===== src/rtl/q2_panel_ctl_if.sv =====
// rtl/q2_panel_ctl_if.sv - memory bus between the panel/CPU owner mux and memory
interface q2_panel_ctl_if;
    logic [11:0] mem_abus;
    logic [11:0] mem_dout;
    logic        mem_dout_oe;
    logic        mem_rdm;
    logic        mem_wrm;
    logic [11:0] mem_din;

    modport master (
        output mem_abus,
        output mem_dout,
        output mem_dout_oe,
        output mem_rdm,
        output mem_wrm,
        input  mem_din
    );

    modport slave (
        input  mem_abus,
        input  mem_dout,
        input  mem_dout_oe,
        input  mem_rdm,
        input  mem_wrm,
        output mem_din
    );
endinterface


===== src/rtl/q2_panel_ctl.sv =====
// rtl/q2_panel_ctl.sv - q2 front panel: switch debounce, load/deposit/examine, run control, bus owner mux
module q2_panel_ctl #(
    parameter int DEBOUNCE = 16
) (
    input  logic        clk,
    input  logic        rst,
    input  logic [11:0] sw,
    input  logic        ld_sw,
    input  logic        dep_sw,
    input  logic        exa_sw,
    input  logic        start_sw,
    input  logic        stop_sw,
    input  logic        cpu_idle,
    input  logic [11:0] cpu_abus,
    input  logic [11:0] cpu_dout,
    input  logic        cpu_rdm,
    input  logic        cpu_wrm,
    output logic [11:0] cpu_din,
    output logic        run,
    output logic        cpu_start,
    output logic [11:0] start_pc,
    output logic [11:0] addr,
    output logic [11:0] disp,
    q2_panel_ctl_if.master mem_bus
);

    typedef enum logic [2:0] {
        S_HALT,
        S_DEP_SETUP,
        S_DEP_STROBE,
        S_DEP_HOLD,
        S_EXA_READ,
        S_RUN,
        S_STOPPING
    } state_t;

    // Switch index order doubles as event priority: 0 is the highest.
    localparam int N_SW = 5;
    localparam logic [7:0] DB_LAST = 8'(DEBOUNCE - 1);

    logic [N_SW-1:0] raw;
    logic [N_SW-1:0] sync1;
    logic [N_SW-1:0] sync2;
    logic [N_SW-1:0] lvl;
    logic [N_SW-1:0] lvl_d;
    logic [N_SW-1:0] ev;
    logic [7:0]      cnt [N_SW];

    state_t      state, state_n;
    logic [11:0] addr_n, disp_n, wdata, wdata_n;
    logic        cpu_start_n;

    assign raw = {exa_sw, dep_sw, ld_sw, start_sw, stop_sw};

    always_ff @(posedge clk) begin
        if (rst) begin
            sync1 <= '0;
            sync2 <= '0;
            lvl   <= '0;
            lvl_d <= '0;
            ev    <= '0;
            for (int i = 0; i < N_SW; i++) begin
                cnt[i] <= '0;
            end
        end else begin
            sync1 <= raw;
            sync2 <= sync1;
            lvl_d <= lvl;
            ev    <= lvl & ~lvl_d;
            for (int i = 0; i < N_SW; i++) begin
                if (sync2[i] != lvl[i]) begin
                    if (cnt[i] == DB_LAST) begin
                        lvl[i] <= ~lvl[i];
                        cnt[i] <= '0;
                    end else begin
                        cnt[i] <= cnt[i] + 8'd1;
                    end
                end else begin
                    cnt[i] <= '0;
                end
            end
        end
    end

    always_ff @(posedge clk) begin
        if (rst) begin
            state     <= S_HALT;
            addr      <= '0;
            disp      <= '0;
            wdata     <= '0;
            cpu_start <= 1'b0;
        end else begin
            state     <= state_n;
            addr      <= addr_n;
            disp      <= disp_n;
            wdata     <= wdata_n;
            cpu_start <= cpu_start_n;
        end
    end

    // The HALT if/else chain is the priority encoder; losing events are simply dropped.
    always_comb begin
        state_n     = state;
        addr_n      = addr;
        disp_n      = disp;
        wdata_n     = wdata;
        cpu_start_n = 1'b0;
        case (state)
            S_HALT: begin
                if (ev[0]) begin
                    state_n = S_HALT;
                end else if (ev[1]) begin
                    cpu_start_n = 1'b1;
                    state_n     = S_RUN;
                end else if (ev[2]) begin
                    addr_n = sw;
                end else if (ev[3]) begin
                    wdata_n = sw;
                    disp_n  = sw;
                    state_n = S_DEP_SETUP;
                end else if (ev[4]) begin
                    state_n = S_EXA_READ;
                end
            end
            S_DEP_SETUP:  state_n = S_DEP_STROBE;
            S_DEP_STROBE: state_n = S_DEP_HOLD;
            S_DEP_HOLD: begin
                addr_n  = addr + 12'd1;
                state_n = S_HALT;
            end
            S_EXA_READ: begin
                disp_n  = mem_bus.mem_din;
                addr_n  = addr + 12'd1;
                state_n = S_HALT;
            end
            S_RUN: begin
                if (ev[0]) begin
                    state_n = S_STOPPING;
                end
            end
            S_STOPPING: begin
                if (cpu_idle) begin
                    state_n = S_HALT;
                end
            end
            default: state_n = S_HALT;
        endcase
    end

    // CPU keeps the bus through STOPPING so an in-flight memory cycle can complete.
    always_comb begin
        mem_bus.mem_abus    = addr;
        mem_bus.mem_dout    = '0;
        mem_bus.mem_dout_oe = 1'b0;
        mem_bus.mem_rdm     = 1'b0;
        mem_bus.mem_wrm     = 1'b0;
        case (state)
            S_RUN, S_STOPPING: begin
                mem_bus.mem_abus    = cpu_abus;
                mem_bus.mem_dout    = cpu_dout;
                mem_bus.mem_dout_oe = cpu_wrm;
                mem_bus.mem_rdm     = cpu_rdm;
                mem_bus.mem_wrm     = cpu_wrm;
            end
            S_DEP_SETUP, S_DEP_HOLD: begin
                mem_bus.mem_dout    = wdata;
                mem_bus.mem_dout_oe = 1'b1;
            end
            S_DEP_STROBE: begin
                mem_bus.mem_dout    = wdata;
                mem_bus.mem_dout_oe = 1'b1;
                mem_bus.mem_wrm     = 1'b1;
            end
            S_EXA_READ: begin
                mem_bus.mem_rdm = 1'b1;
            end
            default: begin
                mem_bus.mem_abus = addr;
            end
        endcase
    end

    assign run      = (state == S_RUN);
    assign start_pc = addr;
    assign cpu_din  = mem_bus.mem_din;

endmodule


===== src/flat_wrapper.sv =====
// flat-port wrapper written by rule: the top's interface ports become plain ports
module q2_panel_ctl_flat 
#(
    parameter int DEBOUNCE = 16
)
  (clk, rst, sw, ld_sw, dep_sw, exa_sw, start_sw, stop_sw, cpu_idle, cpu_abus, cpu_dout, cpu_rdm, cpu_wrm, cpu_din, run, cpu_start, start_pc, addr, disp, mem_bus_mem_abus, mem_bus_mem_dout, mem_bus_mem_dout_oe, mem_bus_mem_rdm, mem_bus_mem_wrm, mem_bus_mem_din);
  q2_panel_ctl_if mem_bus_i ();
  input  logic clk;
  input  logic rst;
  input  logic [11:0] sw;
  input  logic ld_sw;
  input  logic dep_sw;
  input  logic exa_sw;
  input  logic start_sw;
  input  logic stop_sw;
  input  logic cpu_idle;
  input  logic [11:0] cpu_abus;
  input  logic [11:0] cpu_dout;
  input  logic cpu_rdm;
  input  logic cpu_wrm;
  output logic [11:0] cpu_din;
  output logic run;
  output logic cpu_start;
  output logic [11:0] start_pc;
  output logic [11:0] addr;
  output logic [11:0] disp;
  output wire logic [$bits(mem_bus_i.mem_abus)-1:0] mem_bus_mem_abus;
  output wire logic [$bits(mem_bus_i.mem_dout)-1:0] mem_bus_mem_dout;
  output wire logic [$bits(mem_bus_i.mem_dout_oe)-1:0] mem_bus_mem_dout_oe;
  output wire logic [$bits(mem_bus_i.mem_rdm)-1:0] mem_bus_mem_rdm;
  output wire logic [$bits(mem_bus_i.mem_wrm)-1:0] mem_bus_mem_wrm;
  input wire logic [$bits(mem_bus_i.mem_din)-1:0] mem_bus_mem_din;
  assign mem_bus_mem_abus = mem_bus_i.mem_abus;
  assign mem_bus_mem_dout = mem_bus_i.mem_dout;
  assign mem_bus_mem_dout_oe = mem_bus_i.mem_dout_oe;
  assign mem_bus_mem_rdm = mem_bus_i.mem_rdm;
  assign mem_bus_mem_wrm = mem_bus_i.mem_wrm;
  assign mem_bus_i.mem_din = mem_bus_mem_din;
  q2_panel_ctl #(.DEBOUNCE(DEBOUNCE)) u_core (.clk(clk), .rst(rst), .sw(sw), .ld_sw(ld_sw), .dep_sw(dep_sw), .exa_sw(exa_sw), .start_sw(start_sw), .stop_sw(stop_sw), .cpu_idle(cpu_idle), .cpu_abus(cpu_abus), .cpu_dout(cpu_dout), .cpu_rdm(cpu_rdm), .cpu_wrm(cpu_wrm), .cpu_din(cpu_din), .run(run), .cpu_start(cpu_start), .start_pc(start_pc), .addr(addr), .disp(disp), .mem_bus(mem_bus_i));
endmodule

===== config.mk =====
export PLATFORM = sky130hd
export DESIGN_NAME = q2_panel_ctl_flat
export DESIGN_NICKNAME = d
export VERILOG_FILES = /design/src/rtl/q2_panel_ctl_if.sv /design/src/rtl/q2_panel_ctl.sv /design/src/flat_wrapper.sv
export SDC_FILE = /design/constraint.sdc
export NUM_CORES = 1
export LEC_CHECK = 0
export BUFFER_PORTS_ARGS = -buffer_cell sky130_fd_sc_hd__buf_2
export CORE_UTILIZATION = 49
export CTS_CLUSTER_SIZE = 14
export DETAILED_ROUTE_END_ITERATION = 16
export PLACE_DENSITY = 0.75
export SLEW_MARGIN = 20
export SYNTH_ARGS = -nofsm -noshare
export SYNTH_HDL_FRONTEND = slang
export SYNTH_SLANG_ARGS = --single-unit

===== constraint.sdc =====
create_clock -name clk -period 3.5 [get_ports clk]
set_input_delay 0.525 -clock clk [delete_from_list [all_inputs] [get_ports clk]]
set_output_delay 0.525 -clock clk [all_outputs]
set_load 0.05 [all_outputs]

==> results.json <==
{
  "status": "finished, final reports clean",
  "firstDrtPassIters": 5,
  "fin_crit_ns": 2.760,
  "fin_setup_tns_ns": 0,
  "p_leak_nw": 2.547,
  "start_util_pct": 51.42,
  "dp_hpwl_mm": 8.295,
  "crit_top_cell": "nor2_1",
  "ant_nets": 0,
  "reg2reg_depth": 6,
  "fin_util_pct": 60.38,
  "rows": 36,
  "diodes": 0,
  "place_area_mm2": 0.005822,
  "post_cts_buffers": 0,
  "holdBufCountCts": 0,
  "cts_resized": 0,
  "grtUsageTotal_pct": 20.83,
  "crit_arrival_ns": 2.24,
  "rsz0062_at_grt": "false",
  "synth_area_mm2": 0.005119,
  "cp-start-kind": "flip-flop",
  "syn_avg_cell_area_um2": 9.273,
  "crit_path_end_kind": "output port",
  "fp.dieH_um": 104.2,
  "hp-start": "start_sw",
  "hold_viol": 0,
  "fill_cells": 913,
  "final_cell_area_mm2": 0.006011,
  "dieArea_mm2": 0.01086,
  "required_ns": 2.97,
  "worst_pin_slew_ns": 0.8372,
  "clock_path_buffers": 2,
  "powerDensity_mw_per_mm2": 363.4,
  "die_width_um": 104.2,
  "max_stage_delay_ns": 0.60,
  "gr-total-overflow": 0,
  "peakVddDrop_v": 0.0002140,
  "place.gp.congestion": 0.8607,
  "synthCells": 552,
  "fmax_ghz": 0.3623,
  "cts_num_sinks": 105,
  "seqCellArea_mm2": 0.002502,
  "crit_chain": "nor2_1 > buf_4 > nor2_1 > a22o_1 > buf_2",
  "antenna_found_initial": 0,
  "wl_per_cell_um": 13.50,
  "hold_path_end": "u_core.sync1[1]",
  "fin_skew_ns": 0.01470,
  "slew_headroom_pct": 44.19,
  "totalWireLength_mm": 11.11,
  "grt_pass1_vias": 3905,
  "r2r-start": "u_core.ev[0]",
  "path_clk_slew_ns": 0.10,
  "min_path_cells": 2,
  "drc": 0,
  "drv_slew": 0,
  "cts_tree": "yes",
  "drive_above_1_share_pct": 24.64,
  "finalSetupViolCount": 0,
  "cts_buffers": 9,
  "ioPinCount": 135,
  "root_buffer": "clkbuf_8",
  "period_share_pct": 78.86,
  "fp.coreArea_mm2": 0.009955,
  "multi_input_area_mm2": 0.002407,
  "syn2layout_area_growth_pct": 17.43,
  "htreeDepth": 3,
  "hold_path_class": "in -> reg",
  "r2r-end": "u_core.wdata[5]",
  "clock_latency_ns": 0.36,
  "seq_area_frac_synth_pct": 48.89,
  "cap_violations": 0,
  "grt_start_max_net_pins": 39,
  "ys_seq_elements": 105,
  "vias": 4266,
  "crit_type": "reg -> out",
  "nets": 749,
  "path_max_fanout": 16,
  "synthFlopType": "dfxtp_1",
  "drt_iter0_drc": 277,
  "grt_first_pass_wirelength_mm": 18.39,
  "synth_edf_count": 40,
  "ys_types": 52,
  "reg2reg_slack_ns": 1.10,
  "async_flop_share_pct": 0,
  "worst_path_max_delay_cell": "nor2_1",
  "yosys_warnings": 0,
  "io_buffer_count": 134,
  "via_per_inst": 5.183
}
flip-flops by register name (all words and copies together), names as in the netlist:
register          count
u_core.sync1          5
u_core.state          3
u_core.lvl            5
u_core.lvl_d          5
u_core.disp          12
u_core.wdata         12
u_core.cpu_start      1
u_core.sync2          5
u_core.cnt           40
u_core.addr          12
u_core.ev             5
through the flow:
step,std cells,hold slack [ns],power [mW],setup slack (ns)
3_5_place_dp,807,0.3722,1.473,1.128
6_report,823,0.3664,2.184,0.7398
5_1_grt,823,0.3620,2.262,0.5965
2_1_floorplan,591,0.3674,1.424,0.6919
3_3_place_gp,807,0.3726,1.470,1.233
4_1_cts,823,0.3521,2.201,0.7179
logic make-up (layout without fill, tap and decap cells):
logic type | Yosys count | in the layout | share of synthesized area, %
buf+inv | 66 | 165 | 6.942
xor+xnor | 36 | 36 | 6.160
other cells | 1 | 40 | 0.07326
fa+ha+maj | 6 | 6 | 1.467
simple gates | 236 | 236 | 21.88
compound gates | 87 | 87 | 11.42
mux | 15 | 15 | 3.178
flops | 105 | 105 | 48.89
worst max-delay path, delay by kind of cell (launching register included):
family                 cells  cell delay [ns]
DFF                        1             0.50
AOI/OAI and AO/OA          1             0.23
buffers and inverters      2             0.45
and+or+nand+nor            2             0.69
layout by cell type (no fill, tap or decap), drive strengths merged, types with 2 or more instances in the layout:
cell and instances:
a21oi 18, a22o 12, a311oi 12, a31oi 7, a32oi 4, and2 2
and3 7, buf 139, clkbuf 12, clkinv 2, conb 40, dfxtp 65
edfxtp 40, ha 6, inv 11, mux2 10, mux2i 5, nand2 54
nand2b 2, nand3 30, nand4 3, nor2 86, nor2b 23, nor3 3
nor4 4, o211ai 2, o21ai 22, o22ai 2, or2 3, or3 9
or4 5, xnor2 17, xor2 19
cell usage after synthesis (all sizes together), types with 4 or more instances:
library cell / instances / area share, %
ha: 6 / 1.5
a311oi: 12 / 2.1
clkbuf: 24 / 1.8
nor4: 4 / 0.49
nand3: 30 / 2.9
xor2: 19 / 3.3
nor2b: 23 / 2.8
o21ai: 22 / 2.2
or4: 5 / 0.73
mux2: 10 / 2.2
and3: 7 / 0.86
nand2: 54 / 4.0
nor2: 86 / 6.5
buf: 32 / 4.4
a31oi: 7 / 0.86
xnor2: 17 / 2.9
or3: 9 / 1.1
a32oi: 4 / 0.68
inv: 10 / 0.73
mux2i: 5 / 0.98
dfxtp: 65 / 25
a21oi: 18 / 1.8
edfxtp: 40 / 23
a22o: 12 / 2.1
cell type report:
type	count	area share [%]
sequential	105	41.63
multi-input combinational	420	40.05
timing repair buffer	139	11.78
tap	133	2.769
clock buffer	12	2.248
clock inverter	4	0.8951
inverter	10	0.6245
power by group:
group | switching (mW) | internal [mW]
Combinational | 0.0847 | 0.0504
Sequential | 0.0199 | 1.29
Clock | 0.402 | 0.336
Total | 0.506 | 1.68
worst max path at each step:
| stage | slack [ns] | cells after the start | to | start |
|---|---|---|---|---|
| global placement | 1.23 | 6 | u_core.wdata[3] | u_core.ev[0] |
| finish | 0.74 | 5 | mem_bus_mem_dout[6] | u_core.state[0] |
| CTS | 0.72 | 5 | mem_bus_mem_dout[6] | u_core.state[0] |
| detailed placement | 1.13 | 6 | u_core.wdata[5] | u_core.ev[1] |
| floorplan | 0.69 | 6 | mem_bus_mem_abus[4] | u_core.state[0] |
| global route | 0.60 | 5 | mem_bus_mem_dout[3] | u_core.state[0] |
metal layers:
layer	up-vias	global-route usage, %	part of all wire [%]
met5	-	0	0
met1	1966	27.60	44
met3	22	3.634	6.5
li1	2131	-	-
met4	0	7.857	1.8
met2	147	34.00	48
No activity file was read; power rests on OpenSTA's default activity.
